--- config.mk ---
export PLATFORM = sky130hd
export DESIGN_NAME = pixel_writer
export DESIGN_NICKNAME = d
export VERILOG_FILES = /design/src/rtl/pixel_writer.sv
export SDC_FILE = /design/constraint.sdc
export NUM_CORES = 1
export LEC_CHECK = 0
export CAP_MARGIN = 20
export CORE_MARGIN = 3
export CORE_UTILIZATION = 64
export DETAILED_ROUTE_END_ITERATION = 8
export DONT_BUFFER_PORTS = 1
export GPL_TIMING_DRIVEN = 0
export PLACE_DENSITY = 0.86
export SYNTH_ARGS = -nofsm -noshare
export SYNTH_HDL_FRONTEND = slang
export SYNTH_SLANG_ARGS = --single-unit
--- constraint.sdc ---
create_clock -name clk -period 6.5 [get_ports clk]
set_clock_uncertainty 0.05 [all_clocks]
set_input_delay 1.3 -clock clk [delete_from_list [all_inputs] [get_ports clk]]
set_output_delay 1.3 -clock clk [all_outputs]
set_load 0.03 [all_outputs]
--- src/rtl/pixel_writer.sv ---
// Pixel handshake responder: takes one pixel per data_ready rising edge, clips it to
// the frame, issues a single Avalon-MM write to the frame buffer and pulses data_sent.
module pixel_writer #(
  parameter int WIDTH     = 640,
  parameter int HEIGHT    = 480,
  parameter int COORD_W   = 10,
  parameter int COLOR_W   = 24,
  parameter int BPP_BYTES = 4,
  parameter int ADDR_W    = 32
) (
  input  logic               clk,
  input  logic               nreset,
  input  logic               data_ready,
  input  logic [COORD_W-1:0] pixel_x,
  input  logic [COORD_W-1:0] pixel_y,
  input  logic [COLOR_W-1:0] pixel_color,
  input  logic [ADDR_W-1:0]  base_addr,
  input  logic               shape_done,
  output logic [ADDR_W-1:0]  avm_address,
  output logic               avm_write,
  output logic [31:0]        avm_writedata,
  input  logic               avm_waitrequest,
  output logic               data_sent,
  output logic               busy,
  output logic [15:0]        pix_count,
  output logic [15:0]        clip_count,
  output logic               overrun
);

  typedef enum logic [1:0] {IDLE, ADDR, WRITE, DONE} state_e;

  localparam logic [COORD_W:0] W_LIM = (COORD_W+1)'(WIDTH);
  localparam logic [COORD_W:0] H_LIM = (COORD_W+1)'(HEIGHT);

  state_e             state_q, state_d;
  logic               ready_q;
  logic               new_pix;
  logic               off_frame;
  logic               pix_inc, clip_inc;
  logic [COORD_W-1:0] x_q, y_q;
  logic [COLOR_W-1:0] color_q;
  logic [ADDR_W-1:0]  addr_q, addr_d;
  logic [31:0]        wdata_q;
  logic [15:0]        pix_q, clip_q;
  logic               ovr_q;

  assign new_pix   = data_ready & ~ready_q;
  assign off_frame = ({1'b0, pixel_x} >= W_LIM) || ({1'b0, pixel_y} >= H_LIM);

  // Truncating to ADDR_W is modular, so evaluating the whole expression at
  // ADDR_W bits yields the same address as a wider computation.
  assign addr_d = base_addr
                + (ADDR_W'(y_q) * ADDR_W'(WIDTH) + ADDR_W'(x_q)) * ADDR_W'(BPP_BYTES);

  always_ff @(posedge clk or negedge nreset) begin
    if (!nreset) begin
      state_q <= IDLE;
      ready_q <= 1'b0;
    end else begin
      state_q <= state_d;
      ready_q <= data_ready;
    end
  end

  always_comb begin
    state_d  = state_q;
    pix_inc  = 1'b0;
    clip_inc = 1'b0;
    case (state_q)
      IDLE: begin
        if (new_pix) begin
          if (off_frame) begin
            state_d  = DONE;
            clip_inc = 1'b1;
          end else begin
            state_d  = ADDR;
          end
        end
      end
      ADDR:  state_d = WRITE;
      WRITE: begin
        if (!avm_waitrequest) begin
          state_d = DONE;
          pix_inc = 1'b1;
        end
      end
      DONE:    state_d = IDLE;
      default: state_d = IDLE;
    endcase
  end

  always_ff @(posedge clk or negedge nreset) begin
    if (!nreset) begin
      x_q     <= '0;
      y_q     <= '0;
      color_q <= '0;
      addr_q  <= '0;
      wdata_q <= '0;
    end else begin
      if (state_q == IDLE && new_pix) begin
        x_q     <= pixel_x;
        y_q     <= pixel_y;
        color_q <= pixel_color;
      end
      if (state_q == ADDR) begin
        addr_q  <= addr_d;
        wdata_q <= 32'(color_q);
      end
    end
  end

  // shape_done takes priority over a coinciding increment or overrun set.
  always_ff @(posedge clk or negedge nreset) begin
    if (!nreset) begin
      pix_q  <= '0;
      clip_q <= '0;
      ovr_q  <= 1'b0;
    end else if (shape_done) begin
      pix_q  <= '0;
      clip_q <= '0;
      ovr_q  <= 1'b0;
    end else begin
      if (pix_inc && pix_q != 16'hFFFF)   pix_q  <= pix_q + 16'd1;
      if (clip_inc && clip_q != 16'hFFFF) clip_q <= clip_q + 16'd1;
      if (new_pix && state_q != IDLE)     ovr_q  <= 1'b1;
    end
  end

  // Strobes decode the state register so reset drops them asynchronously.
  assign avm_write     = (state_q == WRITE);
  assign data_sent     = (state_q == DONE);
  assign busy          = (state_q != IDLE);
  assign avm_address   = addr_q;
  assign avm_writedata = wdata_q;
  assign pix_count     = pix_q;
  assign clip_count    = clip_q;
  assign overrun       = ovr_q;

endmodule

Yosys cells after proc, flatten, opt, wreduce, memory -nomap -nowiden. Cells that the tools add are included.

Word-level logic and storage cells: 52. Output and inout port bits: 100. Bits in registers: 136. Input port bits: 81.

Add/subtract/negate cells: 4. Bitwise logic cells: 2. $mul: 1. $lt $le $gt $ge: 2. Equality and inequality tests: 7. Muxes and demuxes: 15. Reductions and logical operators: 11.

Operators by type and width (count): 16-bit 2-to-1 mux (4); 16-bit by 1-bit adder with 16-bit output, second input constant (2); 32-bit by 23-bit adder with 32-bit output (1); 16-bit inequality test, second input constant (2); 20-bit by 10-bit adder with 21-bit output (1); 10-bit by 3-bit multiplier with 13-bit output, second input constant (1); 10-bit greater-or-equal comparator, second input constant (1); 10-bit by 9-bit greater-or-equal comparator with 1-bit output, second input constant (1); 2-bit one-hot mux with 4 select lines (1); 2-bit nonzero test (4); 1-bit 2-to-1 mux (7); 2-bit 2-to-1 mux (3); 2-bit == test, second input constant (2); 1-bit logical AND (4); 2-bit inequality test, second input constant (2); 2-bit by 1-bit == test with 1-bit output, second input constant (1); 2-bit logical NOT (1); 2-bit AND reduction (1); 1-bit AND (1); 1-bit logical OR (1); 1-bit NOT (1).

Logic depth before layout (Yosys ltp).
Depth in word-level cells: 8. Mapped depth: 18. Mapped depth without buffers: 17.

Worst setup path after synthesis. OpenSTA, ideal clock, no wires.

Kind: register to register. Start: register y_q[1]. End: register addr_q[27] (netlist: avm_address[27]). Slack: 1978 ps. Data required time: 6363 ps. Library setup time: 87 ps. Data arrival time: 4386 ps. Buffers on the path: 0. Period minus slack after synthesis: 4522 ps. Stages on the path, launching flop included: 18. Cells stage by stage: dfrtp_1 -> ha_1 -> ha_1 -> inv_1 -> fa_1 -> and3b_1 -> a32oi_1 -> or4b_4 -> nand4bb_4 -> nor4_4 -> xor2_1 -> ha_1 -> a21o_1 -> a21o_1 -> a211oi_1 -> a32oi_1 -> or4b_1 -> o211ai_1.

Word-level cells in the longest chain between the ends: 3.

RTL lines: from (decl) (line 40) `logic [COORD_W-1:0] x_q, y_q;`; from (signal assigned) (line 102) `y_q <= pixel_y;`; 10-bit by 3-bit multiplier with 13-bit output (line 53) `+ (ADDR_W'(y_q) * ADDR_W'(WIDTH) + ADDR_W'(x_q)) * ADDR_W'(BPP_BYTES);`; 20-bit by 10-bit adder with 21-bit output (line 53); 32-bit by 23-bit adder with 32-bit output (line 53); to (signal assigned) (line 106) `addr_q <= addr_d;`; to (decl) (line 42) `logic [ADDR_W-1:0] addr_q, addr_d;`.

No other way between the ends. A chain may end at the register's enable or synchronous reset.

Worst setup path after layout. Ends and elaborated chain as after synthesis.

==> summary.md <==
| Metric | Value |
|---|---|
| Netlist Area Pre-Place | `7950 sq um` |
| Routed wire per std cell | `19.8 um` |
| Pre-Repair DR Iteration Count | `5` |
| Critical Path AT | `5.28 ns` |
| Mean Syn Cell Area | `10.4 sq um` |
| Share of synthesized area occupied by flip-flops and latches | `42.8%` |
| Global-route congestion overflow total | `0` |
| Clock sink count | `136` |
| Number of hold buffers added after CTS | `0` |
| Fin Setup TNS | `0 ns` |
| Data required time at the worst endpoint | `6.80 ns` |
| Unrepaired setup endpoints after global routing | `false` |
| Global-route usage over all layers | `28.2%` |
| Hold crit path type | `reg -> reg` |
| #FFs+latches synth | `136` |
| Number of nets in the layout | `920` |
| Count of non-filler cells in the finished layout | `970` |
| Vias per cell | `6.25` |
| Overall routed net length | `19200 um` |
| Cell with the largest stage delay on the worst path | `sky130_fd_sc_hd__or4b_4` |
| Largest delay share family, worst path | `simple AND/OR/NAND/NOR gates` |
| Slew margin rel. | `54.3%` |
| Maximum single-stage delay on the critical path | `0.56 ns` |
| Antenna fix cells | `0` |
| Worst-path clk slew | `0.06 ns` |
| Cell type with the highest occurrence count on the critical path | `sky130_fd_sc_hd__ha_1` |
| Type of the worst setup path | `reg -> reg` |
| Global-route wire length before repair | `31200 um` |
| Post-route antenna net violation count | `0` |
| Number of endpoints with negative hold slack in the final report | `0` |
| Std cell rows | `40` |
| Synth area leaders | `sky130_fd_sc_hd__dfrtp_1 43%, sky130_fd_sc_hd__mux2_2 12%, sky130_fd_sc_hd__ha_1 7.4%` |
| Clock tree from TritonCTS | `built` |
| Total count of max-transition violations in the final report | `0` |
| Status | `completed` |
| Yosys warning count | `0` |
| Number of antenna violations at the first check in global routing | `1` |
| R2R Setup Slk | `1.52 ns` |
| Number of remaining DRC errors | `0` |
| Worst Path Max Fanout | `6` |
| Slew at the pin closest to its max-slew limit | `0.680 ns` |
| Time the worst path needs with I/O delays and setup | `4.98 ns` |
| Library cell with the largest summed area after synthesis | `sky130_fd_sc_hd__dfrtp_1` |
| Number of cells produced by synthesis | `762` |
| HPWL after detailed placement | `14000 um` |
| Fin crit share | `76.7%` |
| DP Cell Count | `938` |
| DRT iter0 DRCs | `382` |
| Count of final setup violators | `0` |
| Async S/R FF share, synth | `100%` |
| Synthesis-to-layout area growth | `10.1%` |
| Largest net degree at the start of global routing | `137` |
| Hold Slack | `0.453 ns` |
| Critical Path Sink Type | `register` |
| Number of enable-type register cells in the synthesized netlist | `0` |
| Layout cells sized above 1 | `17.1%` |
| H-tree Lvls | `4` |
| Most common flop cell mapped by yosys | `sky130_fd_sc_hd__dfrtp_1` |
| I/O Buffers | `0` |
| Fmax | `201 MHz` |
| Most common cell in the netlist | `sky130_fd_sc_hd__dfrtp_1` |
| Core area | `12100 sq um` |
| Number of gates resized after CTS | `0` |
| Worst path bufs/invs | `1` |
| Worst setup SP type | `register` |
| Maxcap violations | `0` |
| Post-CTS setup buffer count | `0` |
| Number of distinct library cells after synthesis | `70` |
| Most common library cells after synthesis | `136 x sky130_fd_sc_hd__dfrtp_1, 83 x sky130_fd_sc_hd__mux2_2, 64 x sky130_fd_sc_hd__nor2_1` |
| Root buffer selected by CTS | `sky130_fd_sc_hd__clkbuf_16` |
| Die Span Y | `117 um` |
| Vias | `6058` |
| Vias in the first global route | `6110` |
| Die Width | `117 um` |
| Routability congestion estimate | `0.883` |
| Cts bufs inserted | `17` |
| Top Ports | `181` |
| Die Footprint | `13800 sq um` |
| Critical path, cell by cell | `ha_1, ha_1, inv_1, fa_1, and3b_1, a32oi_1, or4b_4, nand4bb_4, xor2_1, ha_1, nand2_1, o21bai_1, a211o_1, a32oi_1, or4b_1, o211ai_1` |
| Buffers from clock root to sink, at most | `2` |
| Initial core utilization | `65.9%` |
| Latest clock arrival within the worst-skew pair | `0.43 ns` |
| Fillers | `835` |
| Area share of the largest cell type after synthesis | `42.8%` |
[cell usage in the layout (no fill, tap or decap), drive strengths merged, types with 3 or more instances in the layout]
cell / count
nand3: 21
nor4: 8
xor2: 31
and3: 5
o211ai: 8
clkbuf: 39
a21boi: 3
nand2: 55
o2111ai: 4
conb: 9
o21a: 9
xnor2: 21
fa: 3
a211o: 3
or3: 7
o21bai: 6
o2111a: 3
a2111oi: 3
inv: 28
buf: 15
ha: 47
clkinvlp: 5
mux2: 83
nand2b: 3
dfrtp: 136
a211oi: 8
nor2b: 6
mux2i: 3
a31o: 3
clkinv: 3
and2: 3
a41oi: 3
a31oi: 5
nor2: 64
a21oi: 36
a21o: 13
o31ai: 3
nor3: 13
o21ai: 28
nand4: 23
[final timing paths]
check,cells past startpoint,endpoint,from
setup reg to reg,16,avm_address[27]$_DFFE_PN0N_,y_q[1]$_DFFE_PN0P_
max in group asynchronous,0,avm_address[26]$_DFFE_PN0N_,nreset
hold reg to reg,1,color_q[8]$_DFFE_PN0P_,color_q[8]$_DFFE_PN0P_
min in group asynchronous,0,avm_address[23]$_DFFE_PN0N_,nreset
hold / removal,1,color_q[8]$_DFFE_PN0P_,color_q[8]$_DFFE_PN0P_
setup / recovery,16,avm_address[27]$_DFFE_PN0N_,y_q[1]$_DFFE_PN0P_
[worst reg2reg max path, delay by kind of cell, from the launching register on]
kind / cells / cell delay [ns]
AND/OR/NAND/NOR: 5 / 1.69
adder cells (fa/ha/maj): 4 / 1.39
AO/OA/AOI/OAI: 5 / 1.07
flip-flops: 1 / 0.44
XOR/XNOR: 1 / 0.20
buffers and inverters: 1 / 0.07
[registers in the layout, indices dropped and copies added (netlist names)]
register	count
avm_address	32
avm_writedata	24
color_q	24
clip_count	16
pix_count	16
x_q	10
y_q	10
state_q	2
overrun	1
ready_q	1
[through the flow]
step	worst slack [ns]	utilization, %	instance area, sq um
after floorplan	1.98	-	7980
after global placement	1.61	67.9	8190
after detailed placement	1.53	67.9	8190
after CTS	1.52	72.6	8760
after global routing	1.24	72.6	8760
final	1.52	72.6	8760
[final cells by class]
| cell class | count | area, sq um | area share [%] |
|---|---|---|---|
| Buffer | 33 | 156 | 1.79 |
| Clock buffer | 21 | 440 | 5.03 |
| Clock inverter | 11 | 125 | 1.43 |
| Inverter | 27 | 101 | 1.16 |
| Multi-Input combinational cell | 574 | 4320 | 49.4 |
| Sequential cell | 136 | 3400 | 38.9 |
| Tap cell | 168 | 210 | 2.40 |
[cells by family (layout without fill, tap and decap cells)]
group,Yosys count,count (layout),synth area share [%]
other cells,1,9,0.0471
buf+inv,60,92,3.24
fa+ha+maj,50,50,8.15
compound gates,155,155,13.6
simple gates,222,222,14.1
flops,136,136,42.8
xor+xnor,52,52,5.96
mux,86,86,12.1
[layer usage]
layer	share of wire (%)	up-vias	GRT usage [%]
met4	2.4	2	9.96
met5	0.068	-	0
met2	50	289	48.2
li1	-	2801	-
met1	39	2926	33.5
met3	8.5	40	9.08
Power is left out: the tool's default activity adds up to more than one toggle a clock period on the data nets, which glitch-free logic cannot reach.
